$ cat config.mk
export PLATFORM = sky130hd
export DESIGN_NAME = dot_vertical_ctrl
export DESIGN_NICKNAME = d
export VERILOG_FILES = /design/src/rtl/dot_vertical_ctrl.sv
export SDC_FILE = /design/constraint.sdc
export NUM_CORES = 1
export LEC_CHECK = 0
export CAP_MARGIN = 20
export CORE_ASPECT_RATIO = 0.75
export CORE_MARGIN = 1
export CORE_UTILIZATION = 45
export DETAILED_ROUTE_END_ITERATION = 8
export PLACE_DENSITY = 0.63
export SYNTH_ARGS = -nofsm -noshare
export SYNTH_HDL_FRONTEND = slang
export SYNTH_SLANG_ARGS = --single-unit
$ cat constraint.sdc
create_clock -name clk50 -period 3.9 [get_ports clk50]
set_clock_uncertainty 0.2 [all_clocks]
set_input_delay 0.39 -clock clk50 [delete_from_list [all_inputs] [get_ports clk50]]
set_output_delay 0.39 -clock clk50 [all_outputs]
set_load 0.005 [all_outputs]
$ cat src/rtl/dot_vertical_ctrl.sv
// dot_vertical_ctrl: converts the level-sensitive flap command `up` into the
// dot's vertical screen row. The row advances once per STEP_DIV clocks while
// the game is in FLY. A crash is raised when the dot reaches the floor row.
//
// Optional feature macro: GRAVITY_ACCEL_EN
//   defined   -> fall speed grows by one row/step per falling step, up to FALL_VMAX
//   undefined -> the dot always falls one row per step and no velocity register exists
//
// Interface notes: `start` is a single-cycle pulse. It is accepted only in IDLE
// or CRASH and ignored in FLY. `step` is a one-cycle registered pulse that
// appears together with the updated dot_y. The FSM state is visible on
// state_dbg_o, encoded as IDLE=0, FLY=1, CRASH=2.
module dot_vertical_ctrl #(
  parameter int STEP_DIV  = 1000000,
  parameter int Y_MAX     = 119,
  parameter int Y_START   = 60,
  parameter int FALL_VMAX = 4,
  parameter int Y_W       = 7
) (
  input  logic           clk50,
  input  logic           reset,
  input  logic           up,
  input  logic           start,
  output logic [Y_W-1:0] dot_y,
  output logic           step,
  output logic           playing,
  output logic           crashed,
  output logic [1:0]     state_dbg_o
);

  localparam int PW = (STEP_DIV > 1) ? $clog2(STEP_DIV) : 1;
  localparam int VW = (FALL_VMAX > 0) ? $clog2(FALL_VMAX + 1) : 1;

  localparam logic [PW-1:0]  PRESC_LAST = PW'(STEP_DIV - 1);
  localparam logic [Y_W-1:0] Y_START_V  = Y_W'(Y_START);
  localparam logic [Y_W-1:0] Y_MAX_V    = Y_W'(Y_MAX);
  localparam logic [Y_W:0]   Y_MAX_EXT  = (Y_W + 1)'(Y_MAX);
  localparam logic [VW-1:0]  VEL_ONE    = VW'(1);

  typedef enum logic [1:0] {
    IDLE  = 2'd0,
    FLY   = 2'd1,
    CRASH = 2'd2
  } state_e;

  state_e         state_q;
  logic [PW-1:0]  presc_q;
  logic [Y_W-1:0] y_q;
  logic           step_q;

`ifdef GRAVITY_ACCEL_EN
  localparam logic [VW-1:0] VEL_MAX = VW'(FALL_VMAX);
  logic [VW-1:0] vel_q;
`else
  // Constant-speed fall: velocity is a fixed single row per step.
  logic [VW-1:0] vel_q;
  assign vel_q = VEL_ONE;
`endif

  logic           tick;
  logic [Y_W:0]   fall_sum_d;
  logic           start_ok;

  // Step strobe, the one-bit-wider fall target, and start acceptance.
  always_comb begin
    tick       = (presc_q == PRESC_LAST) && (state_q == FLY);
    fall_sum_d = {1'b0, y_q} + (Y_W + 1)'(vel_q);
    start_ok   = start && (state_q != FLY);
  end

  // Single FSM register block: prescaler, position, velocity, step strobe.
  always_ff @(posedge clk50) begin
    if (reset) begin
      state_q <= IDLE;
      presc_q <= '0;
      y_q     <= Y_START_V;
      step_q  <= 1'b0;
`ifdef GRAVITY_ACCEL_EN
      vel_q   <= VEL_ONE;
`endif
    end else begin
      step_q  <= tick;
      presc_q <= (presc_q == PRESC_LAST) ? '0 : presc_q + 1'b1;
      if (start_ok) begin
        // Entry into play takes priority over a coincident prescaler wrap.
        state_q <= FLY;
        presc_q <= '0;
        y_q     <= Y_START_V;
`ifdef GRAVITY_ACCEL_EN
        vel_q   <= VEL_ONE;
`endif
      end else if (tick) begin
        if (up) begin
          // Rise one row, pinned at the ceiling; any flap resets fall speed.
          if (y_q != '0) y_q <= y_q - 1'b1;
`ifdef GRAVITY_ACCEL_EN
          vel_q <= VEL_ONE;
`endif
        end else if (fall_sum_d >= Y_MAX_EXT) begin
          y_q     <= Y_MAX_V;
          state_q <= CRASH;
        end else begin
          y_q <= fall_sum_d[Y_W-1:0];
`ifdef GRAVITY_ACCEL_EN
          if (vel_q < VEL_MAX) vel_q <= vel_q + 1'b1;
`endif
        end
      end else if (state_q != IDLE && state_q != FLY && state_q != CRASH) begin
        state_q <= IDLE;
      end
    end
  end

  assign dot_y       = y_q;
  assign step        = step_q;
  assign playing     = (state_q == FLY);
  assign crashed     = (state_q == CRASH);
  assign state_dbg_o = state_q;

endmodule

* Word level (Yosys, flattened, before mapping)
Cells that the tools add are included.
** Word-level totals
- Word-level logic and storage cells :: 40
- Input port bits :: 4
- Output and inout bits :: 12
- Flip-flop bits (word level) :: 30
** Operators by class
- $add $sub $neg :: 3
- Order comparisons :: 1
- Multiplexer cells :: 8
- Reduce and logical (&&, ||, !) cells :: 13
- Equal/unequal tests :: 10
** Operator list (count)
- two-way mux 7 bit :: 3
- adder 20 x 1 -> 20 bit (second input constant) :: 1
- equality test 20 bit (second input constant) :: 1
- adder 7 x 1 -> 8 bit (second input constant) :: 1
- >= comparator 8 x 7 -> 1 bit (second input constant) :: 1
- two-way mux 2 bit :: 4
- nonzero test 7 bit :: 1
- subtractor 7 x 1 -> 7 bit (second input constant) :: 1
- != test 2 x 1 -> 1 bit (second input constant) :: 3
- AND reduction 3 bit :: 2
- logical AND 1 bit :: 4
- != test 2 bit (second input constant) :: 2
- nonzero test 2 bit :: 2
- != test 3 x 1 -> 1 bit (second input constant) :: 1
- != test 3 x 2 -> 1 bit (second input constant) :: 1
- nonzero test 3 bit :: 1
- OR reduction 3 bit :: 1
- equality test 2 x 1 -> 1 bit (second input constant) :: 1
- equality test 2 bit (second input constant) :: 1
- AND reduction 2 bit :: 1
- OR reduction 2 bit :: 1
- two-way mux 1 bit :: 1

* Depth between registers and ports, before layout
- Word-level depth :: 6
- Mapped depth :: 8
- Depth with buffers taken out :: 7

* Worst setup path before layout
OpenSTA, ideal clock, no wires.
- Kind :: flip-flop to flip-flop
- From :: register y_q[0] (netlist: dot_y[0])
- To :: register y_q[3] (netlist: dot_y[3])
- Stages on the path, launching flop included :: 8
- Arrival :: 1.982 ns
- Path buffers :: 0
- Clock period less this slack :: 2.241 ns
- Slack :: 1.659 ns
- Data required time :: 3.641 ns
- Setup time :: 0.059 ns
- Cells stage by stage :: dfxtp_1 inv_1 ha_1 nor4b_1 and3_1 or4b_2 a31oi_1 a31o_1
** Between the ends
- Word-level cells in the longest chain between the ends :: 4
- Elaborated cells between the ends (all ways) :: 9
- Those cells by class :: add/sub: 2; order compare: 1; eq/ne: 1; mux: 3; reduce/logical: 2
** Ends and longest elaborated chain
- from (decl) :: line 48 : logic [Y_W-1:0] y_q;
- from (signal assigned) :: line 95 : if (y_q != '0) y_q <= y_q - 1'b1;
- from (signal assigned) :: line 103 : y_q <= fall_sum_d[Y_W-1:0];
- adder 7 x 1 -> 8 bit :: line 67 : fall_sum_d = {1'b0, y_q} + (Y_W + 1)'(vel_q);
- >= comparator 8 x 7 -> 1 bit :: line 99 : end else if (fall_sum_d >= Y_MAX_EXT) begin
- two-way mux 7 bit :: line 99
- two-way mux 7 bit :: line 93 : if (up) begin
Several ways; a longest one is shown, not always the timed one. The select of a mux whose other input is x is not followed.
A chain may end at the register's enable or synchronous reset.

* Final worst setup path
- From :: input port up
- To :: register y_q[3] (netlist: dot_y[3])
** Between the ends
- Word-level cells in the longest chain between the ends :: 2
- Elaborated cells between the ends (all ways) :: 3
- Those cells by class :: eq/ne: 1; mux: 1; reduce/logical: 1
** Ends and longest elaborated chain
- from (decl) :: line 22 : input logic up,
- != test 2 x 1 -> 1 bit (no line)
- AND reduction 2 bit (no line)
Several ways; a longest one is shown, not always the timed one.

==> results.toml <==
[floorplanning]
design.die.area_um2 = 4190
coreArea_um2 = 3710
rows = 19
die_h_um = 56.3
start_util = 0.477
die_w_um = 74.4
io_pins = 16

[placed_design]
placed_area_um2 = 1960
pre_cts_slack_ps = 1140
dp_hpwl_um = 2940
portBuffers = 15
placedCellCount = 272
gp_congestion = 1.01

[synth]
ys_types = 47
ys_seq_area_frac = 0.340
synth_fp_nets = 219
synth-edff-count = 0
ys_ff_latch = 30
syn-cell-area_um2 = 1770
yosys_warnings = 0
ys.flop_type = "dfxtp_1"
synth_cells = 210
syn_avg_cell_area_um2 = 8.42
synth_async_sr_flop_share = 0

[global_route]
grt_use_total = 0.202
grt_overflow = 0
grt_max_degree = 20
grt_pass1_wl_um = 6470
grt_pass1_vias = 1384
antenna_found_initial = 0

[critical_path]
crit_path_top_delay_cell = "clkdlybuf4s50_1"
critPathRequiredTime_ps = 3920
cp.arrival_ps = 2510
path_buf_inv = 2
path_cells = "clkdlybuf4s50_1 -> inv_1 -> a31oi_1 -> or4b_2 -> a31oi_1 -> a31o_1"
endpoint_kind = "flop"
critPathLaunchType = "input pin"
worst-path-max-fanout = 14
critPathKind = "input pin to flop"
slowest_delay_ps = 740
crit_path_frequent_cell = "a31oi_1"
path_delay_family = "buffers and inverters"

[layout]
fillers = 370
fin_cells = 278
layout_common_cells = "dfxtp_1, nor2_1, clkdlybuf4s50_1"
area_growth_pct = 15.3
antennaDiodeCount = 0
final_common_cell = "dfxtp_1"
nets = 236
fin_util = 0.550
fin_area_um2 = 2040
drive_gt1_frac = 0.0619

[drt]
vias = 1582
wire_per_inst_um = 13.9
drt-initial-drc-count = 118
totalWireLength_um = 3860
dr.pass1.iters = 4
post_drt_via_cell_ratio = 5.69
antenna_left = 0
drc = 0

[clock_tree]
cts_setup_buffers = 0
root_buffer = "clkbuf_8"
cts_resized = 0
numCtsBuffers = 5
cts.sinks = 30
insertion_delay_ps = 270
htree_levels = 2
clkTransAtPathRegs_ps = 60
hold_buffers = 0
cts_tree = "built"
cts_buffer_depth = 2

[sta]
setup_slack_ps = 1410
min_period_ps = 2490
hold_ws_ps = 264
max_slew_margin = 0.583
worst_pin_slew_ps = 626
final-max-slew-violation-count = 0
hold_viol = 0
rsz0062_at_grt = "false"
setup_viol_count_final = 0
min_period_over_period = 0.639
setup_tns_ps = 0
fmax_mhz = 401

[power_and_ir_drop]
p_total_mw = 0.576
power_leakage_nw = 0.660
ir_worst_vdd_uv = 185
power.density_nw_per_um2 = 282

[job]
cap_viol_max_count = 0

[worst_hold_path]
min_path_type = "flop to flop"

[status]
status = "finished, final reports clean"
-- area by class of cell --
type	count	area, µm²	share of cell area
Clock buffer	6	82.6	0.0405
Inverter	9	33.8	0.0166
Multi-Input combinational cell	166	1110	0.543
Sequential cell	30	601	0.295
Tap cell	52	65.1	0.0319
Timing Repair Buffer	15	150	0.0737
-- synth_stat cells (2+ instances only) --
| master | instances | area, µm² |
|---|---|---|
| dfxtp_1 | 30 | 601 |
| nor2_1 | 29 | 109 |
| nand3_1 | 13 | 65.1 |
| xnor2_1 | 13 | 114 |
| nand2_1 | 12 | 45.0 |
| inv_1 | 9 | 33.8 |
| nand4_1 | 7 | 43.8 |
| o21ai_0 | 7 | 35.0 |
| xor2_1 | 7 | 61.3 |
| a21oi_1 | 5 | 25.0 |
| and2_1 | 5 | 31.3 |
| and3_1 | 5 | 31.3 |
| ha_1 | 5 | 62.6 |
| nor4_1 | 5 | 31.3 |
| a31oi_1 | 4 | 25.0 |
| and4_1 | 4 | 35.0 |
| nand2b_1 | 4 | 25.0 |
| nor3_1 | 4 | 20.0 |
| nor4b_1 | 4 | 35.0 |
| o211ai_1 | 4 | 30.0 |
| a211oi_1 | 2 | 15.0 |
| a22oi_1 | 2 | 15.0 |
| buf_4 | 2 | 15.0 |
| clkbuf_1 | 2 | 7.51 |
| nor4bb_1 | 2 | 20.0 |
| o22ai_1 | 2 | 12.5 |
| o31a_1 | 2 | 17.5 |
-- report_power, final --
| group | internal [mW] | total (mW) | switching, mW | leakage (nW) |
|---|---|---|---|---|
| Sequential | 0.309 | 0.311 | 0.00197 | 0.242 |
| Clock | 0.136 | 0.238 | 0.103 | 0.0431 |
| Combinational | 0.0104 | 0.0262 | 0.0159 | 0.375 |
| Total | 0.455 | 0.576 | 0.120 | 0.660 |
-- routing by layer --
metal  global-route usage  routed length [µm]  vias up
met2                0.281                1580       41
met5                    0                   0        -
met1                0.304                2050      737
li1                     -                   -      800
met4               0.0647                  26        0
met3               0.0485                 209        4
-- path summary, 6_finish.rpt --
check / start / end / slack, ps / cells past startpoint
max: up / dot_y[3]$_SDFFE_PP1P_ / 1410 / 6
max reg2reg: dot_y[0]$_SDFFE_PP0P_ / dot_y[3]$_SDFFE_PP1P_ / 1450 / 7
min reg2reg: presc_q[0]$_SDFF_PP0_ / presc_q[0]$_SDFF_PP0_ / 260 / 1
min: presc_q[0]$_SDFF_PP0_ / presc_q[0]$_SDFF_PP0_ / 260 / 1
-- sequential cells by signal, summed over array words and instances, names as in the netlist --
name,count
dot_y,7
state_dbg_o,2
presc_q,20
step,1
-- logic make-up after synthesis --
group                      count (synthesis)  share of synthesized area
and+or+nand+nor                          102                      0.338
AOI/OAI and AO/OA                         38                      0.147
DFF                                       30                      0.340
xor gates and xnor gates                  20                     0.0991
buffers and inverters                     14                     0.0347
adders and majority gates                  5                     0.0354
muxes                                      1                    0.00637
(Power assumes the default switching activity.)
